===== src/rtl/fetch_ctrl_if.sv =====
// Bundle of signals between the IF stage sequencer and the surrounding pipeline:
// instruction memory, hazard/redirect inputs and the IF/ID register outputs.
interface fetch_ctrl_if #(
  parameter int unsigned CNT_W = 16
);
  logic             start;
  logic [31:0]      imem_addr;
  logic [31:0]      imem_data;
  logic             stall;
  logic             br_valid;
  logic [31:0]      br_target;
  logic             jmp_valid;
  logic [31:0]      jmp_target;
  logic [31:0]      if_id_inst;
  logic [31:0]      if_id_pc4;
  logic             if_id_valid;
  logic             fault;
  logic [31:0]      fault_pc;
  logic [CNT_W-1:0] fetch_cnt;

  // Fetch stage side.
  modport master (
    input  start, imem_data, stall, br_valid, br_target, jmp_valid, jmp_target,
    output imem_addr, if_id_inst, if_id_pc4, if_id_valid, fault, fault_pc, fetch_cnt
  );

  // Pipeline / memory side.
  modport slave (
    output start, imem_data, stall, br_valid, br_target, jmp_valid, jmp_target,
    input  imem_addr, if_id_inst, if_id_pc4, if_id_valid, fault, fault_pc, fetch_cnt
  );
endinterface


===== src/rtl/fetch_ctrl.sv =====
// Instruction-fetch sequencer: owns the PC, fills the IF/ID register and applies
// stall, branch/jump redirects and misaligned-target trapping.
module fetch_ctrl #(
  parameter int unsigned MEM_BYTES = 256,
  parameter logic [31:0] RESET_PC  = 32'h0000_0000,
  parameter int unsigned CNT_W     = 16
) (
  input  logic          clk,
  input  logic          rst,
  fetch_ctrl_if.master  bus
);

  localparam logic [1:0] StIdle  = 2'd0;
  localparam logic [1:0] StRun   = 2'd1;
  localparam logic [1:0] StFault = 2'd2;

  localparam logic [31:0]      AddrMask = 32'(MEM_BYTES - 1);
  localparam logic [CNT_W-1:0] CntMax   = '1;

  if ((MEM_BYTES < 4) || ((MEM_BYTES & (MEM_BYTES - 1)) != 0)) begin : g_bad_mem_bytes
    $error("fetch_ctrl: MEM_BYTES must be a power of two and at least 4");
  end
  if ((RESET_PC[1:0] != 2'b00) || (RESET_PC >= 32'(MEM_BYTES))) begin : g_bad_reset_pc
    $error("fetch_ctrl: RESET_PC must be word aligned and inside the memory");
  end

  logic [1:0]       state_q, state_d;
  logic [31:0]      pc_q, pc_d;
  logic [31:0]      inst_q, inst_d;
  logic [31:0]      pc4_q, pc4_d;
  logic             valid_q, valid_d;
  logic             fault_q, fault_d;
  logic [31:0]      fault_pc_q, fault_pc_d;
  logic [CNT_W-1:0] cnt_q, cnt_d;

  logic [31:0] seq_pc;
  logic        br_misaligned;
  logic        jmp_misaligned;

  assign seq_pc         = (pc_q + 32'd4) & AddrMask;
  assign br_misaligned  = (bus.br_target[1:0] != 2'b00);
  assign jmp_misaligned = (bus.jmp_target[1:0] != 2'b00);

  always_comb begin
    state_d    = state_q;
    pc_d       = pc_q;
    inst_d     = inst_q;
    pc4_d      = pc4_q;
    valid_d    = valid_q;
    fault_d    = fault_q;
    fault_pc_d = fault_pc_q;
    cnt_d      = cnt_q;

    case (state_q)
      StIdle: begin
        valid_d = 1'b0;
        if (bus.start) begin
          state_d = StRun;
        end
      end

      StRun: begin
        // The branch is older than the jump in ID, so it takes priority.
        if (bus.br_valid) begin
          valid_d = 1'b0;
          if (br_misaligned) begin
            state_d    = StFault;
            fault_d    = 1'b1;
            fault_pc_d = bus.br_target;
          end else begin
            pc_d = bus.br_target & AddrMask;
          end
        end else if (bus.jmp_valid) begin
          valid_d = 1'b0;
          if (jmp_misaligned) begin
            state_d    = StFault;
            fault_d    = 1'b1;
            fault_pc_d = bus.jmp_target;
          end else begin
            pc_d = bus.jmp_target & AddrMask;
          end
        end else if (!bus.stall) begin
          inst_d  = bus.imem_data;
          pc4_d   = seq_pc;
          valid_d = 1'b1;
          pc_d    = seq_pc;
          if (cnt_q != CntMax) begin
            cnt_d = cnt_q + 1'b1;
          end
        end
      end

      StFault: begin
        valid_d = 1'b0;
        fault_d = 1'b1;
      end

      default: begin
        state_d = StIdle;
        valid_d = 1'b0;
      end
    endcase
  end

  always_ff @(posedge clk) begin
    if (rst) begin
      state_q    <= StIdle;
      pc_q       <= RESET_PC;
      inst_q     <= '0;
      pc4_q      <= '0;
      valid_q    <= 1'b0;
      fault_q    <= 1'b0;
      fault_pc_q <= '0;
      cnt_q      <= '0;
    end else begin
      state_q    <= state_d;
      pc_q       <= pc_d;
      inst_q     <= inst_d;
      pc4_q      <= pc4_d;
      valid_q    <= valid_d;
      fault_q    <= fault_d;
      fault_pc_q <= fault_pc_d;
      cnt_q      <= cnt_d;
    end
  end

  assign bus.imem_addr   = pc_q;
  assign bus.if_id_inst  = inst_q;
  assign bus.if_id_pc4   = pc4_q;
  assign bus.if_id_valid = valid_q;
  assign bus.fault       = fault_q;
  assign bus.fault_pc    = fault_pc_q;
  assign bus.fetch_cnt   = cnt_q;

endmodule


===== src/flat_wrapper.sv =====
// flat-port wrapper written by rule: the top's interface ports become plain ports
module fetch_ctrl_flat 
#(
  parameter int unsigned MEM_BYTES = 256,
  parameter logic [31:0] RESET_PC  = 32'h0000_0000,
  parameter int unsigned CNT_W     = 16
)
  (clk, rst, bus_start, bus_imem_data, bus_stall, bus_br_valid, bus_br_target, bus_jmp_valid, bus_jmp_target, bus_imem_addr, bus_if_id_inst, bus_if_id_pc4, bus_if_id_valid, bus_fault, bus_fault_pc, bus_fetch_cnt);
  fetch_ctrl_if #(.CNT_W(CNT_W)) bus_i ();
  input  logic clk;
  input  logic rst;
  input wire logic [$bits(bus_i.start)-1:0] bus_start;
  input wire logic [$bits(bus_i.imem_data)-1:0] bus_imem_data;
  input wire logic [$bits(bus_i.stall)-1:0] bus_stall;
  input wire logic [$bits(bus_i.br_valid)-1:0] bus_br_valid;
  input wire logic [$bits(bus_i.br_target)-1:0] bus_br_target;
  input wire logic [$bits(bus_i.jmp_valid)-1:0] bus_jmp_valid;
  input wire logic [$bits(bus_i.jmp_target)-1:0] bus_jmp_target;
  output wire logic [$bits(bus_i.imem_addr)-1:0] bus_imem_addr;
  output wire logic [$bits(bus_i.if_id_inst)-1:0] bus_if_id_inst;
  output wire logic [$bits(bus_i.if_id_pc4)-1:0] bus_if_id_pc4;
  output wire logic [$bits(bus_i.if_id_valid)-1:0] bus_if_id_valid;
  output wire logic [$bits(bus_i.fault)-1:0] bus_fault;
  output wire logic [$bits(bus_i.fault_pc)-1:0] bus_fault_pc;
  output wire logic [$bits(bus_i.fetch_cnt)-1:0] bus_fetch_cnt;
  assign bus_i.start = bus_start;
  assign bus_i.imem_data = bus_imem_data;
  assign bus_i.stall = bus_stall;
  assign bus_i.br_valid = bus_br_valid;
  assign bus_i.br_target = bus_br_target;
  assign bus_i.jmp_valid = bus_jmp_valid;
  assign bus_i.jmp_target = bus_jmp_target;
  assign bus_imem_addr = bus_i.imem_addr;
  assign bus_if_id_inst = bus_i.if_id_inst;
  assign bus_if_id_pc4 = bus_i.if_id_pc4;
  assign bus_if_id_valid = bus_i.if_id_valid;
  assign bus_fault = bus_i.fault;
  assign bus_fault_pc = bus_i.fault_pc;
  assign bus_fetch_cnt = bus_i.fetch_cnt;
  fetch_ctrl #(.MEM_BYTES(MEM_BYTES), .RESET_PC(RESET_PC), .CNT_W(CNT_W)) u_core (.clk(clk), .rst(rst), .bus(bus_i));
endmodule

===== config.mk =====
export PLATFORM = sky130hd
export DESIGN_NAME = fetch_ctrl_flat
export DESIGN_NICKNAME = d
export VERILOG_FILES = /design/src/rtl/fetch_ctrl_if.sv /design/src/rtl/fetch_ctrl.sv /design/src/flat_wrapper.sv
export SDC_FILE = /design/constraint.sdc
export NUM_CORES = 1
export LEC_CHECK = 0
export ABC_CLOCK_PERIOD_IN_PS = 2700
export BUFFER_PORTS_ARGS = -buffer_cell sky130_fd_sc_hd__buf_2
export CAP_MARGIN = 20
export CORE_MARGIN = 2
export CORE_UTILIZATION = 45
export CTS_CLUSTER_SIZE = 10
export DETAILED_ROUTE_END_ITERATION = 7
export PLACE_DENSITY = 0.88
export SYNTH_ARGS = -nofsm -noshare
export SYNTH_HDL_FRONTEND = slang
export SYNTH_SLANG_ARGS = --single-unit

===== constraint.sdc =====
create_clock -name clk -period 2.7 [get_ports clk]
set_input_delay 0.27 -clock clk [delete_from_list [all_inputs] [get_ports clk]]
set_output_delay 0.27 -clock clk [all_outputs]
set_load 0.02 [all_outputs]

==> flow_summary.toml <==
[cells_and_area]
antennaDiodeCount = 0
mostFrequentLayoutCell = "buf_2"
layout_common_cells = "buf_2 (198), dfxtp_1 (100), nand2_1 (87), a21oi_1 (55), nor2_1 (51)"
fin_cells = 873
fillers = 955
synthToLayoutAreaGrowth_pct = 22.9
final_nets = 842
drive_gt1_frac = 0.312
regArea_um2 = 2000
multi_input_area_um2 = 2330

[sta]
setup_slack_ps = 303
finalHoldWorstSlack_ps = 138
max-slew-margin-rel = 0.448
period_share = 0.888
fin_worst_skew_ps = 12.9
rsz0062_at_grt = "no"
finalCriticalPeriod_ps = 2400
finalMaxSlewViolations = 0
setup_viol_count_final = 0
timing.final.hold_violations = 0
worst_slew_pin_slew_ps = 818
clock.fmax_ghz = 0.417
tns_ps = 0

[cts]
clk_pin_slew_ps = 100
hold_buffers = 0
root_buffer = "clkbuf_8"
htree_levels = 3
cts_resized = 0
cts_buffer_depth = 2
numCtsBuffers = 9
clk_latency_ps = 360
post_cts_buffers = 0
cts_tree = "done"
numClockSinks = 100

[die]
start_util = 0.459
die_h_um = 106
pin_count = 248
rows = 37
coreArea_um2 = 10200
dieArea_um2 = 11300
dieWidth_um = 106

[logic_synthesis]
postSynthAreaPerCell_um2 = 8.46
synthCells = 555
ys_seq_area_frac = 0.426
synth_edf_count = 0
ys.flop_type = "dfxtp_1"
ys_types = 47
ys_ff_latch = 100
synth_area_um2 = 4690
async_reset_ff_frac = 0
ys.warnings.count = 0

[power]
p_leak_uw = 0.00265
internal_power_uw = 2160
powerDensity_nw_per_um2 = 532
total_power_uw = 3070
power_frac_clock = 0.303
worst_ir_drop_vdd_mv = 0.254
p_comb_frac = 0.181
p_sw_frac = 0.295
seq_power_share = 0.516
p_switching_uw = 904

[routing]
drt_iter0_markers = 168
postRouteAntennaNets = 0
viasPerCell = 4.99
wl_um = 11600
wire_per_inst_um = 13.2
drc = 0
vias = 4358
dr.pass1.iters = 4

[critical_path]
r2r_slack_ps = 300
cp.required_ps = 2990
critPathMaxFanout = 10
reg2reg_to = "u_core.bus.fetch_cnt[12]"
crit_arrival_ps = 2680
critical_path_class = "register to register"
rr_worst_depth = 6
cp-end-kind = "register"
r2r_start = "u_core.state_q[1]"
cp-start-kind = "register"

[min_path]
min_from = "bus_imem_data[16]"
holdPathStages = 3
whs_endpoint = "u_core.bus.if_id_inst[16]"
hold_path_class = "input pin to register"

[place]
place_inst = 859
dp.final_hpwl_um = 8380
place_congestion = 0.809
dp_slack_ps = 332
port_buffers = 199

[global_route]
grt_pass1_vias = 3980
antenna_found_initial = 0
grt_pass1_wl_um = 18500
top_usage_layer = "met2"
grt_use_met3 = 0.0668
track_usage = 0.202
grt_overflow_total = 0
grt_use_met2 = 0.364
grt_max_degree = 65
grtUsageMet1 = 0.231

[flow_run]
max-cap-violations = 0

[status]
status = "completed"
kinds of logic (layout without fill, tap and decap cells):
group                    count (synthesis)  count (layout)  synth area share
adder cells (fa/ha/maj)                  6               6            0.0160
XOR/XNOR                                 3               3           0.00560
flip-flops                             100             100             0.426
other                                    1              48          0.000799
buffers and inverters                   92             227             0.117
AO/OA/AOI/OAI                          125             125             0.171
multiplexers                            37              37            0.0805
AND/OR/NAND/NOR                        191             191             0.183
power by group through the flow:
stage / registers, µW / logic, µW / clock network, µW
final: 1580 / 557 / 929
after global routing: 1590 / 612 / 1030
after CTS: 1580 / 560 / 959
after detailed placement: 1620 / 559 / 0
after global placement: 1620 / 548 / 0
after floorplan: 1690 / 336 / 0
layer usage:
| layer | part of all wire | wire length, µm |
|---|---|---|
| met1 | 0.42 | 4830 |
| met2 | 0.50 | 5810 |
| met3 | 0.067 | 778 |
| met4 | 0.012 | 141 |
| met5 | 0 | 0 |
worst max path at each step:
| stage | endpoint | slack (ps) | depth (start not counted) | start |
|---|---|---|---|---|
| final | u_core.bus.fetch_cnt[12] | 300 | 6 | u_core.state_q[1] |
| after global routing | u_core.bus.fetch_cnt[12] | 180 | 6 | u_core.state_q[1] |
| after global placement | u_core.bus.fetch_cnt[12] | 380 | 6 | u_core.state_q[1] |
| after CTS | u_core.bus.fetch_cnt[12] | 320 | 6 | u_core.state_q[1] |
| after floorplan | u_core.bus.fetch_cnt[12] | 370 | 8 | u_core.state_q[1] |
| after detailed placement | u_core.bus.fault_pc[3] | 330 | 7 | bus_br_valid |
worst max-delay path, cell delays in order (launching register included):
cell     delay (ps)
dfxtp_1         330
inv_1           100
ha_1            250
or4b_4          490
or3_1           510
or4_1           510
a21oi_1         150
synth_stat cells, types with 2 or more instances:
library cell | count | share of area
a211o_1 | 2 | 0.0037
a211oi_1 | 34 | 0.054
a21oi_1 | 55 | 0.059
a311oi_1 | 8 | 0.015
and2_1 | 2 | 0.0027
and3_1 | 2 | 0.0027
and4_1 | 2 | 0.0037
buf_4 | 50 | 0.080
buf_6 | 2 | 0.0048
clkbuf_1 | 30 | 0.024
dfxtp_1 | 100 | 0.43
ha_1 | 6 | 0.016
inv_1 | 7 | 0.0056
mux2_2 | 6 | 0.014
mux2i_1 | 31 | 0.066
nand2_1 | 87 | 0.070
nand2b_1 | 3 | 0.0040
nand3_1 | 9 | 0.0096
nand4_1 | 5 | 0.0067
nor2_1 | 51 | 0.041
nor2b_1 | 5 | 0.0067
nor3_1 | 10 | 0.011
nor4_1 | 2 | 0.0027
o21ai_0 | 10 | 0.011
o21ba_2 | 2 | 0.0043
o311ai_0 | 3 | 0.0056
o31ai_1 | 4 | 0.0064
or3_1 | 4 | 0.0053
or4_1 | 4 | 0.0064
xor2_1 | 2 | 0.0037
final cells by class:
class	instances	share of cell area
multi-input cells	410	0.404
flip-flops and latches	100	0.347
repair buffers	205	0.183
well taps	136	0.0295
clock buffers	10	0.0221
clock inverters	4	0.00910
inverters	8	0.00520
metrics by stage:
step           cell area, µm²   util
2_1_floorplan            4870      -
3_3_place_gp             5590  0.547
3_5_place_dp             5590  0.547
4_1_cts                  5770  0.564
5_1_grt                  5770  0.564
6_report                 5770  0.564
state kept, by name, indices dropped and copies added, names as in the netlist:
register / flops
u_core.bus.fault: 1
u_core.bus.if_id_valid: 1
u_core.bus.fetch_cnt: 16
u_core.bus.fault_pc: 32
u_core.bus.if_id_inst: 32
u_core.bus.imem_addr: 8
u_core.state_q: 2
u_core.bus.if_id_pc4: 8
No activity file was read; power rests on OpenSTA's default activity.
